File: src/rtl/queue_buffer.sv
// rtl/queue_buffer.sv - WIDTH x DEPTH buffer with run-time FIFO/LIFO ordering and four-phase handshakes
module queue_buffer #(
    parameter int WIDTH     = 8,
    parameter int DEPTH     = 5,
    parameter int AFULL_TH  = DEPTH - 1,
    parameter int AEMPTY_TH = 1
) (
    input  logic                       clk,
    input  logic                       rst,
    input  logic                       flush,
    input  logic                       mode,
    input  logic                       tx_rdy,
    output logic                       tx_done,
    input  logic [WIDTH-1:0]           in_data,
    output logic                       rx_rdy,
    input  logic                       rx_done,
    output logic [WIDTH-1:0]           out_data,
    output logic [$clog2(DEPTH+1)-1:0] count,
    output logic                       empty,
    output logic                       full,
    output logic                       almost_empty,
    output logic                       almost_full
);

    localparam int PW = $clog2(DEPTH);
    localparam int CW = $clog2(DEPTH + 1);
    localparam logic [CW-1:0] DEPTH_C = CW'(DEPTH);
    localparam logic [CW-1:0] AF_C    = CW'(AFULL_TH);
    localparam logic [CW-1:0] AE_C    = CW'(AEMPTY_TH);
    localparam logic [PW-1:0] LAST_P  = PW'(DEPTH - 1);

    typedef enum logic {T_IDLE, T_ACK} tx_state_t;
    typedef enum logic {R_IDLE, R_ACK} rx_state_t;

    tx_state_t tx_state, tx_next;
    rx_state_t rx_state, rx_next;

    logic [WIDTH-1:0] mem [DEPTH];
    logic [PW-1:0]    front, back, back_dec, wr_idx;
    logic             mode_q;
    logic             push, pop;

    function automatic logic [PW-1:0] ptr_inc(input logic [PW-1:0] p);
        return (p == LAST_P) ? '0 : p + PW'(1);
    endfunction

    assign back_dec = (back == '0) ? LAST_P : back - PW'(1);

    assign empty        = (count == '0);
    assign full         = (count == DEPTH_C);
    assign almost_empty = (count <= AE_C);
    assign almost_full  = (count >= AF_C);

    assign tx_done = (tx_state == T_ACK);
    assign rx_rdy  = (rx_state == R_IDLE) && !empty;
    assign push    = (tx_state == T_IDLE) && tx_rdy && !full && !flush;
    assign pop     = rx_rdy && rx_done && !flush;

    // LIFO push+pop replaces the current top instead of moving back
    assign wr_idx   = (pop && mode_q) ? back_dec : back;
    assign out_data = empty ? '0 : (mode_q ? mem[back_dec] : mem[front]);

    always_comb begin
        tx_next = tx_state;
        rx_next = rx_state;
        case (tx_state)
            T_IDLE:  if (push)    tx_next = T_ACK;
            default: if (!tx_rdy) tx_next = T_IDLE;
        endcase
        case (rx_state)
            R_IDLE:  if (pop)      rx_next = R_ACK;
            default: if (!rx_done) rx_next = R_IDLE;
        endcase
    end

    always_ff @(posedge clk) begin
        if (rst) begin
            tx_state <= T_IDLE;
            rx_state <= R_IDLE;
            front    <= '0;
            back     <= '0;
            count    <= '0;
            mode_q   <= 1'b0;
        end else begin
            tx_state <= tx_next;
            rx_state <= rx_next;
            if (count == '0 && !push)
                mode_q <= mode;
            if (flush) begin
                front <= '0;
                back  <= '0;
                count <= '0;
            end else begin
                if (push && pop) begin
                    if (!mode_q) begin
                        front <= ptr_inc(front);
                        back  <= ptr_inc(back);
                    end
                end else if (push) begin
                    back  <= ptr_inc(back);
                    count <= count + CW'(1);
                end else if (pop) begin
                    if (mode_q) back  <= back_dec;
                    else        front <= ptr_inc(front);
                    count <= count - CW'(1);
                end
                // Realign pointers on an ordering change so the new mode starts from slot 0
                if (count == '0 && !push && mode != mode_q) begin
                    front <= '0;
                    back  <= '0;
                end
            end
        end
    end

    always_ff @(posedge clk) begin
        if (push && !rst)
            mem[wr_idx] <= in_data;
    end

endmodule

File: config.mk
export PLATFORM = sky130hd
export DESIGN_NAME = queue_buffer
export DESIGN_NICKNAME = d
export VERILOG_FILES = /design/src/rtl/queue_buffer.sv
export SDC_FILE = /design/constraint.sdc
export NUM_CORES = 1
export LEC_CHECK = 0
export CAP_MARGIN = 0
export CORE_MARGIN = 2
export CORE_UTILIZATION = 40
export CTS_CLUSTER_DIAMETER = 50
export DETAILED_ROUTE_END_ITERATION = 12
export PLACE_DENSITY = 0.58
export SETUP_SLACK_MARGIN = 0.15
export SYNTH_ARGS = -nofsm -noshare
export SYNTH_HDL_FRONTEND = slang
export SYNTH_SLANG_ARGS = --single-unit
File: constraint.sdc
create_clock -name clk -period 3.01 [get_ports clk]
set_input_delay 0.602 -clock clk [delete_from_list [all_inputs] [get_ports clk]]
set_output_delay 0.602 -clock clk [all_outputs]
set_load 0.01 [all_outputs]
Word level (Yosys, flattened, before mapping)
Memory sizes are Yosys's and may differ from the RTL's. A register that Yosys moved wholly into a read port is not among the register bits.
Index checks and enable logic that the tools add are counted.
- add/sub/neg operators: 5
- $lt $le $gt $ge: 2
- equal/unequal tests: 6
- multiplexer cells: 27
- bitwise gates (word level): 3
- reduce and logical (&&, ||, !) cells: 27
- operators with widths (kind ; count):
    $mux W3 ; 17
    $mux W8 ; 2
    $logic_and A1 B1 Y1 ; 11
    $add A3 B1 Y3 const B ; 3
    $eq A3 B3 Y1 const B ; 3
    $mux W1 ; 8
    $logic_not A3 Y1 ; 2
    $reduce_bool A3 Y1 ; 2
    $sub A3 B1 Y3 const B ; 2
    $logic_not A1 Y1 ; 5
    $reduce_and A2 Y1 ; 2
    $reduce_bool A2 Y1 ; 2
    $ge A3 B3 Y1 const B ; 1
    $le A3 B1 Y1 const B ; 1
    $not A1 Y1 ; 3
    $reduce_and A3 Y1 ; 1
    $reduce_or A3 Y1 ; 1
    $ne A2 B1 Y1 const B ; 1
    $ne A2 B2 Y1 const B ; 1
    $reduce_or A2 Y1 ; 1
    $ne A1 B1 Y1 ; 1
- register bits: 12
- bits in writable memories: 40
- input bits: 14
- output and inout port bits: 17
- logic and storage cells: 77
- memories kept: 1
- memories (memory ; words ; width ; rd ports ; clocked after Yosys merged registers in ; write ports ; RTL line ; RTL):
    mem ; 5 ; 8 ; 2 ; 1 ; 1 ; 38 ; logic [WIDTH-1:0] mem [DEPTH];

Longest topological paths before layout
- depth in word-level cells: 10
- gate-level depth with buffers: 11
- gate-level depth less buffers: 10

Worst setup path before layout
No wires, ideal clock.
- kind: register -> register
- from: register count[0]
- to: memory mem[4][0] (enable)
- setup time: 375 ps
- arrival time: 2331 ps
- data required time: 2635 ps
- path slack: 303 ps
- cell stages (with the launch flop): 8
- path buffers: 1
- clock period less this slack: 2707 ps
- cell sequence: dfxtp_1 -> inv_1 -> ha_1 -> nor2b_1 -> or4b_1 -> buf_2 -> or3b_1 -> a21oi_1
- longest elaborated chain between the ends: 7
- elaborated cells on any way between the ends: 14
- classes of those cells: eq/ne (1); mux (3); reduce/logical (10)
- ends and longest elaborated chain (what ; RTL line ; RTL):
    from (decl) ; 18 ; output logic [$clog2(DEPTH+1)-1:0] count,
    from (signal assigned) ; 101 ; count <= count + CW'(1);
    from (signal assigned) ; 105 ; count <= count - CW'(1);
    $eq A3 B3 Y1 / $logic_not A3 Y1 (equally long branches) ; 50, 49 ;
    $logic_not A1 Y1 (on tied branches) ; 56, 55 ;
    $logic_and A1 B1 Y1 (on tied branches) ; 56, 55 ;
    $logic_and A1 B1 Y1 (on tied branches) ; 56, 57 ;
    $logic_and A1 B1 Y1 (on tied branches) ; 117, 57 ;
    $mux W1 / $logic_and A1 B1 Y1 (equally long branches) ; 117, 60 ;
    $mux W1 (not written as such) / $mux W3 (equally long branches) ; 118, 60 ;
    to (decl) ; 38 ;
Parallel ways exist; a longest one is shown, timed or not.

Worst setup path in the final report
- from: register back[0]
- to: output out_data[6]
- longest elaborated chain between the ends: 5
- elaborated cells on any way between the ends: 6
- classes of those cells: add/sub (1); mux (3); reduce/logical (1); memory (1)
- ends and longest elaborated chain (what ; RTL line ; RTL):
    from (decl) ; 39 ; logic [PW-1:0] front, back, back_dec, wr_idx;
    from (signal assigned) ; 97 ; back <= ptr_inc(back);
    from (signal assigned) ; 100 ; back <= ptr_inc(back);
    from (signal assigned) ; 103 ; if (mode_q) back <= back_dec;
    $sub A3 B1 Y3 / $logic_not A3 Y1 (equally long branches) ; 47 ; assign back_dec = (back == '0) ? LAST_P : back - PW'(1);
    $mux W3 * ; 47 ;
    $mem_v2 Z5 W8 * ; n/a ;
    $mux W8 * (2 in a row) ; 61 ; assign out_data = empty ? '0 : (mode_q ? mem[back_dec] : mem[front]);
    to (decl) ; 17 ; output logic [WIDTH-1:0] out_data,
Every way passes the cells marked *; elsewhere a longest branch is shown, timed or not.

==> impl_results.md <==
- Startpoint types: flop
- Nets@finish: 301
- Layout Utilization: 52.1%
- CTS H-tree depth: 2
- Die area: 7720 um^2
- Arrival time worst endpoint: 2.22 ns
- RSZ-0062 raised after global routing: yes
- Part of the cycle the worst path needs: 93.6%
- PwrDens: 402 nW/um^2
- # clock sinks: 55
- Clock transition at path regs: 0.11 ns
- Number of vias per cell: 5.27
- Post-Syn Area: 2820 um^2
- IO Pins: 31
- Worst Skew: 0.0165 ns
- Die height: 87.9 um
- Tot GR Track Use: 17.0%
- Starting Density: 41.4%
- Predominant post-synthesis flop cell: edfxtp_1
- Core ar.: 6790 um^2
- Largest net degree at the start of global routing: 22
- Clk buf depth: 2
- Initial DRC count: 56
- Commonest non-fill, non-tap cell in the layout: edfxtp_1
- Post-synth EDFFs: 40
- Peak supply drop: 0.000221 V
- Placer Congestion: 0.733
- Synth-to-Final Area Change: 25.8%
- TNS Setup: 0 ns
- Drt drc: 0
- Syn nets: 244
- Initial antenna violation count: 0
- Leak: 1.25 nW
- Clock Tree Root: clkbuf_8
- Commonest cells after routing, fill and taps aside: edfxtp_1 (40), buf_4 (31), a21oi_1 (22), clkdlybuf4s50_1 (22), nor2_1 (17)
- Clock Latency Late Sink: 0.31 ns
- FMAX: 0.355 GHz
- Final setup fails: 0
- #FFs+latches synth: 55
- Hold WC Path Type: reg -> reg
- Antenna viol nets, final: 0
- Max-slew violations: 0
- First-pass GRT wire length: 9720 um
- Final hold viol count: 0
- Cts hold-fix bufs: 0
- Register area share after synthesis: 53.3%
- Antenna diode count: 0
- CTS tree: built
- Rel. slew slack: 40.6%
- Total power: 1.42 mW
- HPWL Detailed: 4530 um
- Vias in the first global route: 1844
- DRT Pass-1 Iters: 4
- Die width: 87.9 um
- Critical path peak fanout: 4
- Synth cell types: 36
- Ratio of cells with drive above 1 in the final layout: 27.5%
- Post-Synthesis Cells: 218
- IO Port Bufs: 30
- Non-filler cells, final: 372
- Run status: finished clean
- Total wire length: 6090 um
- Syn Area/Cell: 12.9 um^2
- Worst-Margin Slew: 0.890 ns
- Row Count: 30
- Worst hold slack: 0.495 ns
- Worst path required time: 2.41 ns
- Max_cap viols: 0
- CP Class: reg -> out
- Global route total overflow: 0
- Crit end category: output port
- DR WL/cell: 16.4 um
- Number of CTS-inserted buffers: 5
- Dpl cells: 363
- Async SR Flop Fraction: 0%
- DR vias: 1959
- Synth Warn #: 0
- Clock period minus worst slack: 2.82 ns
## what timing repair did
action                                  CTS  global route
endpoints found under the setup margin    8             8
setup buffers                             1             0
cloned                                    0             0
pin swaps                                 1             4
gates resized for setup                  44             3
## through the flow
step / area, um^2 / setup slack (ns)
2_1_floorplan: 2820 / 0.303
3_3_place_gp: 3420 / 0.0455
3_5_place_dp: 3420 / 0.0387
4_1_cts: 3530 / 0.164
5_1_grt: 3540 / 0.0528
6_report: 3540 / 0.193
## kinds of logic after synthesis
group,Yosys count,synth area share (%)
DFF,55,53.3
and+or+nand+nor,54,9.87
AOI/OAI and AO/OA,41,9.29
muxes,31,18.2
buffers and inverters,22,3.02
adders and majority gates,12,5.33
xor gates and xnor gates,3,0.934
## worst max-delay path, stage by stage (launching register included)
cell and delay, ns:
dfxtp_1 0.33, inv_1 0.07, ha_4 0.17, ha_4 0.16
nor2_4 0.10, buf_6 0.14, mux4_2 0.48, mux2i_1 0.19
a221oi_2 0.09, buf_2 0.19
## power by group
group          leakage, nW  switching, mW  internal (mW)
combinational        0.725         0.0847         0.0933
clock               0.0418          0.244          0.168
sequential           0.483         0.0149          0.819
total                 1.25          0.344           1.08
## registers in the layout, summed over array words and instances, names as in the netlist, named ones only
signal,flops
mem,40
back,3
count,3
front,3
mode_q,1
rx_state,1
tx_done,1
## metal layers
metal	global-route usage, %	routed length (um)
met5	0	0
met4	4.20	61
met1	24.4	2940
met2	27.1	2880
met3	2.83	210
## cells in the mapped netlist (3+ instances only)
| master | number | area, um^2 |
|---|---|---|
| edfxtp_1 | 40 | 1200 |
| a21oi_1 | 22 | 110 |
| nor2_1 | 17 | 63.8 |
| mux4_2 | 16 | 360 |
| dfxtp_1 | 15 | 300 |
| mux2i_1 | 13 | 130 |
| ha_1 | 12 | 150 |
| nand2b_1 | 11 | 68.8 |
| clkbuf_1 | 10 | 37.5 |
| inv_1 | 9 | 33.8 |
| nand2_1 | 9 | 33.8 |
| a221oi_1 | 8 | 70.1 |
| nor3_1 | 3 | 15.0 |
## final timing paths
check / startpoint / to / slack (ns) / depth (start not counted)
worst max-delay path: back[0] / out_data[6] / 0.19 / 9
worst min-delay path: rx_state / rx_state / 0.49 / 2
worst min register to register: rx_state / rx_state / 0.49 / 2
worst max register to register: mode_q / mem[4][6] / 0.40 / 4
## cell type report
class / instances / area, um^2
clock inverters: 2 / 16.3
repair buffers: 63 / 515
flip-flops and latches: 55 / 1500
multi-input cells: 141 / 1280
well taps: 96 / 120
inverters: 9 / 36.3
fillers: 598 / 3250
clock buffers: 6 / 72.6
Note: power is estimated with default switching activity, not from simulation.
